[src/rtl/bus_cmd_pkg.sv]
// Shared constants, field positions and state encoding for the bus command processor.
package bus_cmd_pkg;

    localparam logic [1:0] OP_WRITE = 2'b10;
    localparam logic [1:0] OP_READ  = 2'b11;

    // Command byte layout, counted down from the MSB of the command word
    localparam int OPC_W         = 2;
    localparam int OPC_TOP_OFS   = 1;
    localparam int MSEL_TOP_OFS  = 3;
    localparam int ADDR_TOP_OFS  = 4;
    localparam int ADDR_LSB      = 0;

    typedef enum logic [2:0] {
        IDLE,
        SHIFT_CMD,
        SHIFT_DATA,
        PARITY,
        GAP
    } state_e;

    function automatic logic opcode_valid(input logic [OPC_W-1:0] op);
        return (op == OP_WRITE) || (op == OP_READ);
    endfunction

endpackage

[src/rtl/btn_edge_detect.sv]
// Registered rising-edge detector for a clk-synchronous button level.
module btn_edge_detect (
    input  logic clk,
    input  logic reset,
    input  logic btn_i,
    output logic pulse_o
);

    logic prev_q;
    logic pulse_q;

    always_ff @(posedge clk) begin
        if (!reset) begin
            prev_q  <= 1'b0;
            pulse_q <= 1'b0;
        end else begin
            prev_q  <= btn_i;
            pulse_q <= btn_i & ~prev_q;
        end
    end

    assign pulse_o = pulse_q;

endmodule

[src/rtl/bus_cmd_processor.sv]
// Operator-driven command processor: loads cmd/data bytes, serialises them onto one of three lanes.
// Define PARITY_EN to append an even-parity bit after the last serial bit of each transaction.
//
// state      | meaning
// IDLE       | accepting loads, launches and aborts
// SHIFT_CMD  | sending command byte MSB first
// SHIFT_DATA | sending data byte MSB first (WRITE only)
// PARITY     | sending parity of all bits sent (PARITY_EN only)
// GAP        | lanes forced idle before returning to IDLE
module bus_cmd_processor
    import bus_cmd_pkg::*;
#(
    parameter int DATA_W     = 8,
    parameter int GAP_CYCLES = 2
) (
    input  logic              clk,
    input  logic              reset,
    input  logic [DATA_W-1:0] switch1,
    input  logic              button1,
    input  logic              button2,
    input  logic              button3,
    output logic [1:0]        data_read_m1,
    output logic [1:0]        data_read_m2,
    output logic [1:0]        data_write
);

    localparam int CNT_W = $clog2(DATA_W);
    localparam int GAP_W = (GAP_CYCLES > 1) ? $clog2(GAP_CYCLES) : 1;
    localparam logic [CNT_W-1:0] CNT_LOAD = CNT_W'(DATA_W - 1);
    localparam logic [GAP_W-1:0] GAP_LOAD = GAP_W'(GAP_CYCLES - 1);
    localparam logic PTR_CMD = 1'b0;

    logic load_p, launch_p, abort_p;

    state_e            state_q, state_d;
    logic [DATA_W-1:0] cmd_q, cmd_d;
    logic [DATA_W-1:0] data_q, data_d;
    logic [DATA_W-1:0] sw_q;
    logic              ptr_q, ptr_d;
    logic [CNT_W-1:0]  cnt_q, cnt_d;
    logic [GAP_W-1:0]  gap_q, gap_d;

    logic [OPC_W-1:0]  opcode;
    logic              is_write, is_read, msel;
    logic              lane_vld, lane_bit;

    btn_edge_detect u_edge_b1 (.clk(clk), .reset(reset), .btn_i(button1), .pulse_o(load_p));
    btn_edge_detect u_edge_b2 (.clk(clk), .reset(reset), .btn_i(button2), .pulse_o(launch_p));
    btn_edge_detect u_edge_b3 (.clk(clk), .reset(reset), .btn_i(button3), .pulse_o(abort_p));

    assign opcode   = cmd_q[DATA_W-1-OPC_TOP_OFS +: OPC_W];
    assign is_write = (opcode == OP_WRITE);
    assign is_read  = (opcode == OP_READ);
    assign msel     = cmd_q[DATA_W-MSEL_TOP_OFS];

    always_ff @(posedge clk) begin
        if (!reset) begin
            state_q <= IDLE;
            cmd_q   <= '0;
            data_q  <= '0;
            sw_q    <= '0;
            ptr_q   <= PTR_CMD;
            cnt_q   <= '0;
            gap_q   <= '0;
        end else begin
            state_q <= state_d;
            cmd_q   <= cmd_d;
            data_q  <= data_d;
            sw_q    <= switch1;
            ptr_q   <= ptr_d;
            cnt_q   <= cnt_d;
            gap_q   <= gap_d;
        end
    end

    // sw_q holds the switch value from the same edge that saw the button1 rise
    always_comb begin
        state_d = state_q;
        cmd_d   = cmd_q;
        data_d  = data_q;
        ptr_d   = ptr_q;
        cnt_d   = cnt_q;
        gap_d   = gap_q;
        if (abort_p) begin
            state_d = GAP;
            gap_d   = GAP_LOAD;
            if (state_q == IDLE) begin
                cmd_d  = '0;
                data_d = '0;
                ptr_d  = PTR_CMD;
            end
        end else begin
            case (state_q)
                IDLE: begin
                    if (load_p) begin
                        if (ptr_q == PTR_CMD) cmd_d = sw_q;
                        else                  data_d = sw_q;
                        ptr_d = ~ptr_q;
                    end else if (launch_p) begin
                        if (opcode_valid(opcode)) begin
                            state_d = SHIFT_CMD;
                            cnt_d   = CNT_LOAD;
                        end else begin
                            ptr_d = PTR_CMD;
                        end
                    end
                end
                SHIFT_CMD, SHIFT_DATA: begin
                    if (cnt_q != '0) begin
                        cnt_d = cnt_q - 1'b1;
                    end else if (state_q == SHIFT_CMD && is_write) begin
                        state_d = SHIFT_DATA;
                        cnt_d   = CNT_LOAD;
                    end else begin
`ifdef PARITY_EN
                        state_d = PARITY;
`else
                        state_d = GAP;
                        gap_d   = GAP_LOAD;
`endif
                    end
                end
                PARITY: begin
                    state_d = GAP;
                    gap_d   = GAP_LOAD;
                end
                GAP: begin
                    if (gap_q == '0) begin
                        state_d = IDLE;
                        ptr_d   = PTR_CMD;
                    end else begin
                        gap_d = gap_q - 1'b1;
                    end
                end
                default: state_d = IDLE;
            endcase
        end
    end

    always_comb begin
        lane_vld     = 1'b0;
        lane_bit     = 1'b0;
        data_write   = 2'b00;
        data_read_m1 = 2'b00;
        data_read_m2 = 2'b00;
        case (state_q)
            SHIFT_CMD: begin
                lane_vld = 1'b1;
                lane_bit = cmd_q[cnt_q];
            end
            SHIFT_DATA: begin
                lane_vld = 1'b1;
                lane_bit = data_q[cnt_q];
            end
`ifdef PARITY_EN
            // Registers are frozen during a transaction, so parity comes straight from them
            PARITY: begin
                lane_vld = 1'b1;
                lane_bit = (^cmd_q) ^ (is_write & (^data_q));
            end
`endif
            default: ;
        endcase
        if (lane_vld) begin
            if (is_write)           data_write   = {1'b1, lane_bit};
            else if (is_read && !msel) data_read_m1 = {1'b1, lane_bit};
            else if (is_read)       data_read_m2 = {1'b1, lane_bit};
        end
    end

endmodule

[config.mk]
export PLATFORM = sky130hd
export DESIGN_NAME = bus_cmd_processor
export DESIGN_NICKNAME = d
export VERILOG_FILES = /design/src/rtl/bus_cmd_pkg.sv /design/src/rtl/btn_edge_detect.sv /design/src/rtl/bus_cmd_processor.sv
export SDC_FILE = /design/constraint.sdc
export NUM_CORES = 1
export LEC_CHECK = 0
export CORE_MARGIN = 5
export CORE_UTILIZATION = 55
export DETAILED_ROUTE_END_ITERATION = 10
export PLACE_DENSITY_LB_ADDON = 0.1
export REMOVE_ABC_BUFFERS = 1
export SLEW_MARGIN = 30
export SYNTH_ARGS = -nofsm -noshare
export SYNTH_HDL_FRONTEND = slang
export SYNTH_HIERARCHICAL = 1
export SYNTH_SLANG_ARGS = --single-unit
[constraint.sdc]
create_clock -name clk -period 2 [get_ports clk]
set_input_delay 0.2 -clock clk [delete_from_list [all_inputs] [get_ports clk]]
set_output_delay 0.2 -clock clk [all_outputs]
set_load 0.01 [all_outputs]
**Yosys cells after proc, flatten, opt, wreduce, memory -nomap -nowiden**

Index checks and enable logic that the tools add are counted.
W data, S select, Z words.

- Bits in registers: 38
- Input port bits: 13
- Word-level logic and storage cells: 118

- Add/subtract/negate cells: 2
- $lt $le $gt $ge: 1
- Equality and inequality tests: 22
- Muxes and demuxes: 50
- Bitwise gates (word level): 9
- Reductions and logical operators: 20

Operator list:

| cell | number |
|---|---|
| $mux W8 | 9 |
| $mux W3 | 12 |
| $mux W2 | 9 |
| $reduce_and A5 Y1 | 3 |
| $mux W1 | 13 |
| $ne A3 B2 Y1 const B | 4 |
| $pmux W3 S4 | 1 |
| $ne A3 B1 Y1 const B | 3 |
| $reduce_and A3 Y1 | 3 |
| $ne A2 B2 Y1 const B | 4 |
| $reduce_bool A2 Y1 | 4 |
| $bmux W1 S3 | 2 |
| $eq A3 B2 Y1 const B | 2 |
| $ne A2 B1 Y1 const B | 3 |
| $not A1 Y1 | 6 |
| $pmux W3 S2 | 1 |
| $reduce_and A6 Y1 | 1 |
| $eq A2 B2 Y1 const B | 2 |
| $lt A3 B4 Y1 const B | 1 |
| $ne A4 B1 Y1 const B | 1 |
| $ne A4 B2 Y1 const B | 1 |
| $pmux W1 S2 | 2 |
| $reduce_bool A4 Y1 | 1 |
| $reduce_or A2 Y1 | 2 |
| other kinds (11) | 14 |

**Logic depth before layout (Yosys ltp)**

Gate-level depths: netlist of the first run.

- Depth in word-level cells: 7
- Gate-level depth with buffers: 7

**Modules after synthesis**

Netlist of the first run, hierarchy kept.

Modules (own cells, without submodules):

| module | times used | cells each | area each (sq um) | seq. area each (sq um) |
|---|---|---|---|---|
| bus_cmd_processor | 1 | 175 | 1,674.1 | 640.6 |
| btn_edge_detect | 3 | 4 | 55.1 | 40.0 |

**Worst setup path after synthesis of the first run**

Ideal clock, no wire load.

- Kind: register -> register
- From: register cnt_q[1]
- To: register cnt_q[2]
- Library setup time: 0.060 ns
- Arrival: 1.545 ns
- Setup slack: 0.394 ns
- Stages on the path, launching flop included: 8
- Period minus slack after synthesis: 1.606 ns
- Cell sequence: dfxtp_1 -> buf_2 -> inv_1 -> ha_1 -> nor2b_2 -> a311oi_1 -> and3_1 -> o2111a_1

- Word-level cells in the longest chain between the ends: 3

RTL lines:

| what | RTL line | text |
|---|---|---|
| from (decl) | bus_cmd_processor.sv:40 | `logic [CNT_W-1:0] cnt_q, cnt_d;` |
| from (signal assigned) | bus_cmd_processor.sv:71 | `cnt_q <= cnt_d;` |
| $sub A3 B1 Y3 / $reduce_bool A3 Y1 (equally long branches) | bus_cmd_processor.sv:110, bus_cmd_processor.sv:109 |  |
| $mux W3 / $ne A3 B1 Y1 (equally long branches) | n/a |  |
| $pmux W3 S2 / $reduce_and A6 Y1 (equally long branches) | n/a |  |

Parallel ways exist; a longest one is shown, timed or not.
A chain may end at the register's enable or synchronous reset.

**Worst setup path after layout of the first run**

- From: register state_q[0]
- To: output port data_read_m2[0]

- Word-level cells in the longest chain between the ends: 6

RTL lines:

| what | RTL line | text |
|---|---|---|
| from (decl) | bus_cmd_processor.sv:35 | `state_e state_q, state_d;` |
| from (signal assigned) | bus_cmd_processor.sv:66 | `state_q <= state_d;` |
| $eq A3 B2 Y1 / $eq A3 B1 Y1 (equally long branches) | bus_cmd_processor.sv:146 | `case (state_q)` |
| $pmux W1 S2 | bus_cmd_processor.sv:146 |  |
| $mux W2 | bus_cmd_processor.sv:167 | `else if (is_read) data_read_m2 = {1'b1, lane_bit};` |
| $mux W2 | bus_cmd_processor.sv:166 | `else if (is_read && !msel) data_read_m1 = {1'b1, lane_bit};` |
| $mux W2 | bus_cmd_processor.sv:165 | `if (is_write) data_write = {1'b1, lane_bit};` |
| $mux W2 * | bus_cmd_processor.sv:164 | `if (lane_vld) begin` |
| to (decl) | bus_cmd_processor.sv:23 | `output logic [1:0] data_read_m2,` |

Mark *: on every way between the ends. The rest lies on a longest branch, timed or not.

==> results of run 1 <==
-- per-layer routing --
metal,vias up,part of all wire (%),routed length (um)
met5,-,0,0
met4,0,1.5,57
met3,5,4.5,171
met2,30,47,1808
met1,667,47,1791
li1,720,-,-
-- worst reg2reg max path: stages, from the launching register on --
cell and delay [ns]:
dfxtp_1 0.38, buf_6 0.15, inv_1 0.06, ha_1 0.18, nor2b_2 0.18, a311oi_1 0.32
and3_1 0.26, o2111a_1 0.19
-- final timing paths --
kind / from / to / slack, ns / cells after the start
min reg2reg: u_edge_b1/prev_q / u_edge_b1/pulse_o / 0.52 / 1
max: state_q[0] / data_read_m2[0] / -0.04 / 7
min: switch1[3] / sw_q[3] / 0.41 / 2
max reg2reg: cnt_q[0] / cnt_q[2] / 0.24 / 7
-- flip-flops by register name (all words and copies together), names as in the netlist --
register and flops:
gap_q 1, sw_q 8, u_edge_b2/pulse_o 1, u_edge_b1/prev_q 1, state_q 3, u_edge_b2/prev_q 1
cnt_q 3, u_edge_b1/pulse_o 1, u_edge_b3/pulse_o 1, data_q 8, ptr_q 1, cmd_q 8
u_edge_b3/prev_q 1
-- area by class of cell --
type	count	area (um^2)
multi-input cells	133	1062
repair buffers	39	331.6
well taps	46	57.56
fillers	271	982.2
inverters	4	15.01
clock inverters	2	16.27
clock buffers	6	51.30
flip-flops and latches	38	768.2
-- power groups by stage --
stage	combinational [mW]	clock (mW)	sequential [mW]
finish	0.313	0.447	0.820
global route	0.345	0.496	0.826
CTS	0.299	0.464	0.817
detailed placement	0.289	0	0.835
global placement	0.283	0	0.834
floorplan	0.167	0	0.854
-- stage by stage --
stage                     instance area, um^2  hold slack (ns)
after floorplan                          1770           0.3217
after global placement                   2128           0.4899
after detailed placement                 2128           0.4995
after CTS                                2247           0.3930
after global routing                     2302           0.3877
final                                    2302           0.4081
-- what timing repair did --
action | in CTS | in global routing
gates resized for setup | 21 | 13
setup buffers | 1 | 4
hold buffers | 0 | 0
setup endpoints to repair | 6 | 4
pin swaps | 1 | 6
-- layout by cell type (no fill, tap or decap), types with 3 or more instances in the layout --
| cell type | netlist | layout |
|---|---|---|
| and2_1 | 11 | 11 |
| and3b_1 | 3 | 3 |
| buf_4 | 3 | 19 |
| buf_6 | 1 | 3 |
| clkbuf_4 | 0 | 5 |
| clkdlybuf4s50_1 | 0 | 12 |
| dfxtp_1 | 38 | 34 |
| dfxtp_2 | 0 | 3 |
| inv_1 | 4 | 4 |
| mux2i_1 | 25 | 25 |
| nand2_1 | 15 | 14 |
| nor2_1 | 7 | 7 |
| nor2b_1 | 27 | 26 |
| nor3_4 | 2 | 3 |
| o21ai_0 | 3 | 3 |
-- kinds of logic (layout without fill, tap and decap cells) --
| kind of cell | after synthesis | in the layout | synth area share (%) |
|---|---|---|---|
| DFF | 38 | 38 | 41.36 |
| buffers and inverters | 16 | 51 | 4.557 |
| adders and majority gates | 2 | 2 | 1.360 |
| muxes | 25 | 25 | 13.61 |
| and+or+nand+nor | 81 | 81 | 27.21 |
| xor gates and xnor gates | 1 | 1 | 1.497 |
| AOI/OAI and AO/OA | 24 | 24 | 10.41 |
==> metrics.yaml, run 1 <==
outcome:
  status: "finished, violations left"
  violations: "setup timing"
grt:
  antenna_found_initial: 0
  top_usage_layer: "met2"
  use_met3_pct: 4.105
  grt.total_usage_pct: 19.36
  grt.met1_usage_pct: 24.92
  grt_overflow_total: 0
  grt_pass1_vias: 1389
  use_met2_pct: 30.26
  grt_max_degree: 32
  grt_pass1_wl_um: 6486
setup_path:
  endpoint_kind: "output pin"
  max_stage_delay_ns: 0.35
  crit_family: "buffers and inverters"
  crit_chain: "buf_6 > xnor2_4 > nor4b_4 > buf_4 > nand2_2 > o22ai_2 > buf_2"
  cp_slowest_cell: "dfxtp_2"
  worst-path-buf-inv: 3
  worst_ep_arrival_time_ns: 1.84
  startpoint_type: "flip-flop"
  crit_fanout: 4
  worstSetupPathType: "flip-flop to output pin"
  critPathRequiredTime_ns: 1.80
detailed_routing:
  drt_pass1_iterations: 4
  wire_per_inst_um: 14.29
  wirelength_um: 3829
  drtIter0Drc: 104
  viasPerCell: 5.306
  num_vias: 1422
  ant_nets: 0
  post-route-drc-count: 0
logic_synthesis:
  ys_ff_latch: 38
  synth_top_area_cell: "dfxtp_1"
  synthArstFlopShare_pct: 0
  yosys_warnings: 6
  synth_common_cells: "38 x dfxtp_1, 27 x nor2b_1, 25 x mux2i_1, 15 x nand2_1, 11 x and2_1"
  synth-edff-count: 0
  synth_top_cell_area_share_pct: 41.36
  yosysSeqAreaShare_pct: 41.36
  syn_avg_cell_area_um2: 9.836
  synth.distinct_cells: 43
  synthFlopType: "dfxtp_1"
  synth_area_leaders: "dfxtp_1 41%, mux2i_1 14%, nor2b_1 9.2%"
  synth_area_mm2: 0.001839
  synth_most_common_cell: "dfxtp_1"
  synthCells: 187
sta:
  skew_ns: 0.005449
  finalSetupViolCount: 1
  worstMarginPinSlew_ns: 0.4322
  timing.slew.headroom_pct: 71.08
  tns_ns: -0.03636
  layout_setup_ws_ns: -0.03636
  period_share_pct: 101.8
  fmax_ghz: 0.4911
  drv_slew: 0
  min_period_ns: 2.036
  hold_violations: 0
  rsz0062_at_grt: "true"
power:
  p_int_mw: 1.125
  power_density_mw_per_mm2: 686.3
  p_seq_share_pct: 51.9
  pwr-share-comb_pct: 19.8
  p_leak_nw: 0.9005
  netSwitchingFraction_pct: 28.78
  switching_power_mw: 0.4547
  max-vdd-ir-drop_v: 0.0004728
  total_power_mw: 1.580
  clockPowerShare_pct: 28.3
floorplanning:
  num_rows: 21
  io_pins: 19
  fp.dieH_um: 67.83
  start_util_pct: 56.00
  core_area_mm2: 0.003284
  die_area_mm2: 0.004601
  fp.dieW_um: 67.83
min_path:
  hp-class: "primary input to flip-flop"
cells_and_area:
  syn_to_final_growth_pct: 25.17
  drive_gt1_share_pct: 22.97
  postLayoutCoreUtil_pct: 70.10
  finalNonFillerCells: 268
  antenna_cells: 0
  final_nets: 236
clocking:
  cts_tree: "done"
  worstSkewPairLatency_ns: 0.35
  clock_sinks: 38
  clk_pin_slew_worst_paths_ns: 0.12
  clockBufferDepth: 2
  h-tree-depth: 2
  clock-root-buffer: "clkbuf_4"
  cts-buffers-inserted: 5
placed_design:
  pre_cts_ws_ns: -0.02019
  io_buffer_count: 18
  place_hpwl_um: 2619
  place_inst: 255
  routabilityCongestion: 0.8496
run:
  maxCapViolations: 0
Note: power is estimated with default switching activity, not from simulation.
==> run 2, diff against run 1 <==
ABC_CLOCK_PERIOD_IN_PS = 2000   (was default)
==> results of run 2 <==
Final layout, timing and power as in run 1 (identical DEF).
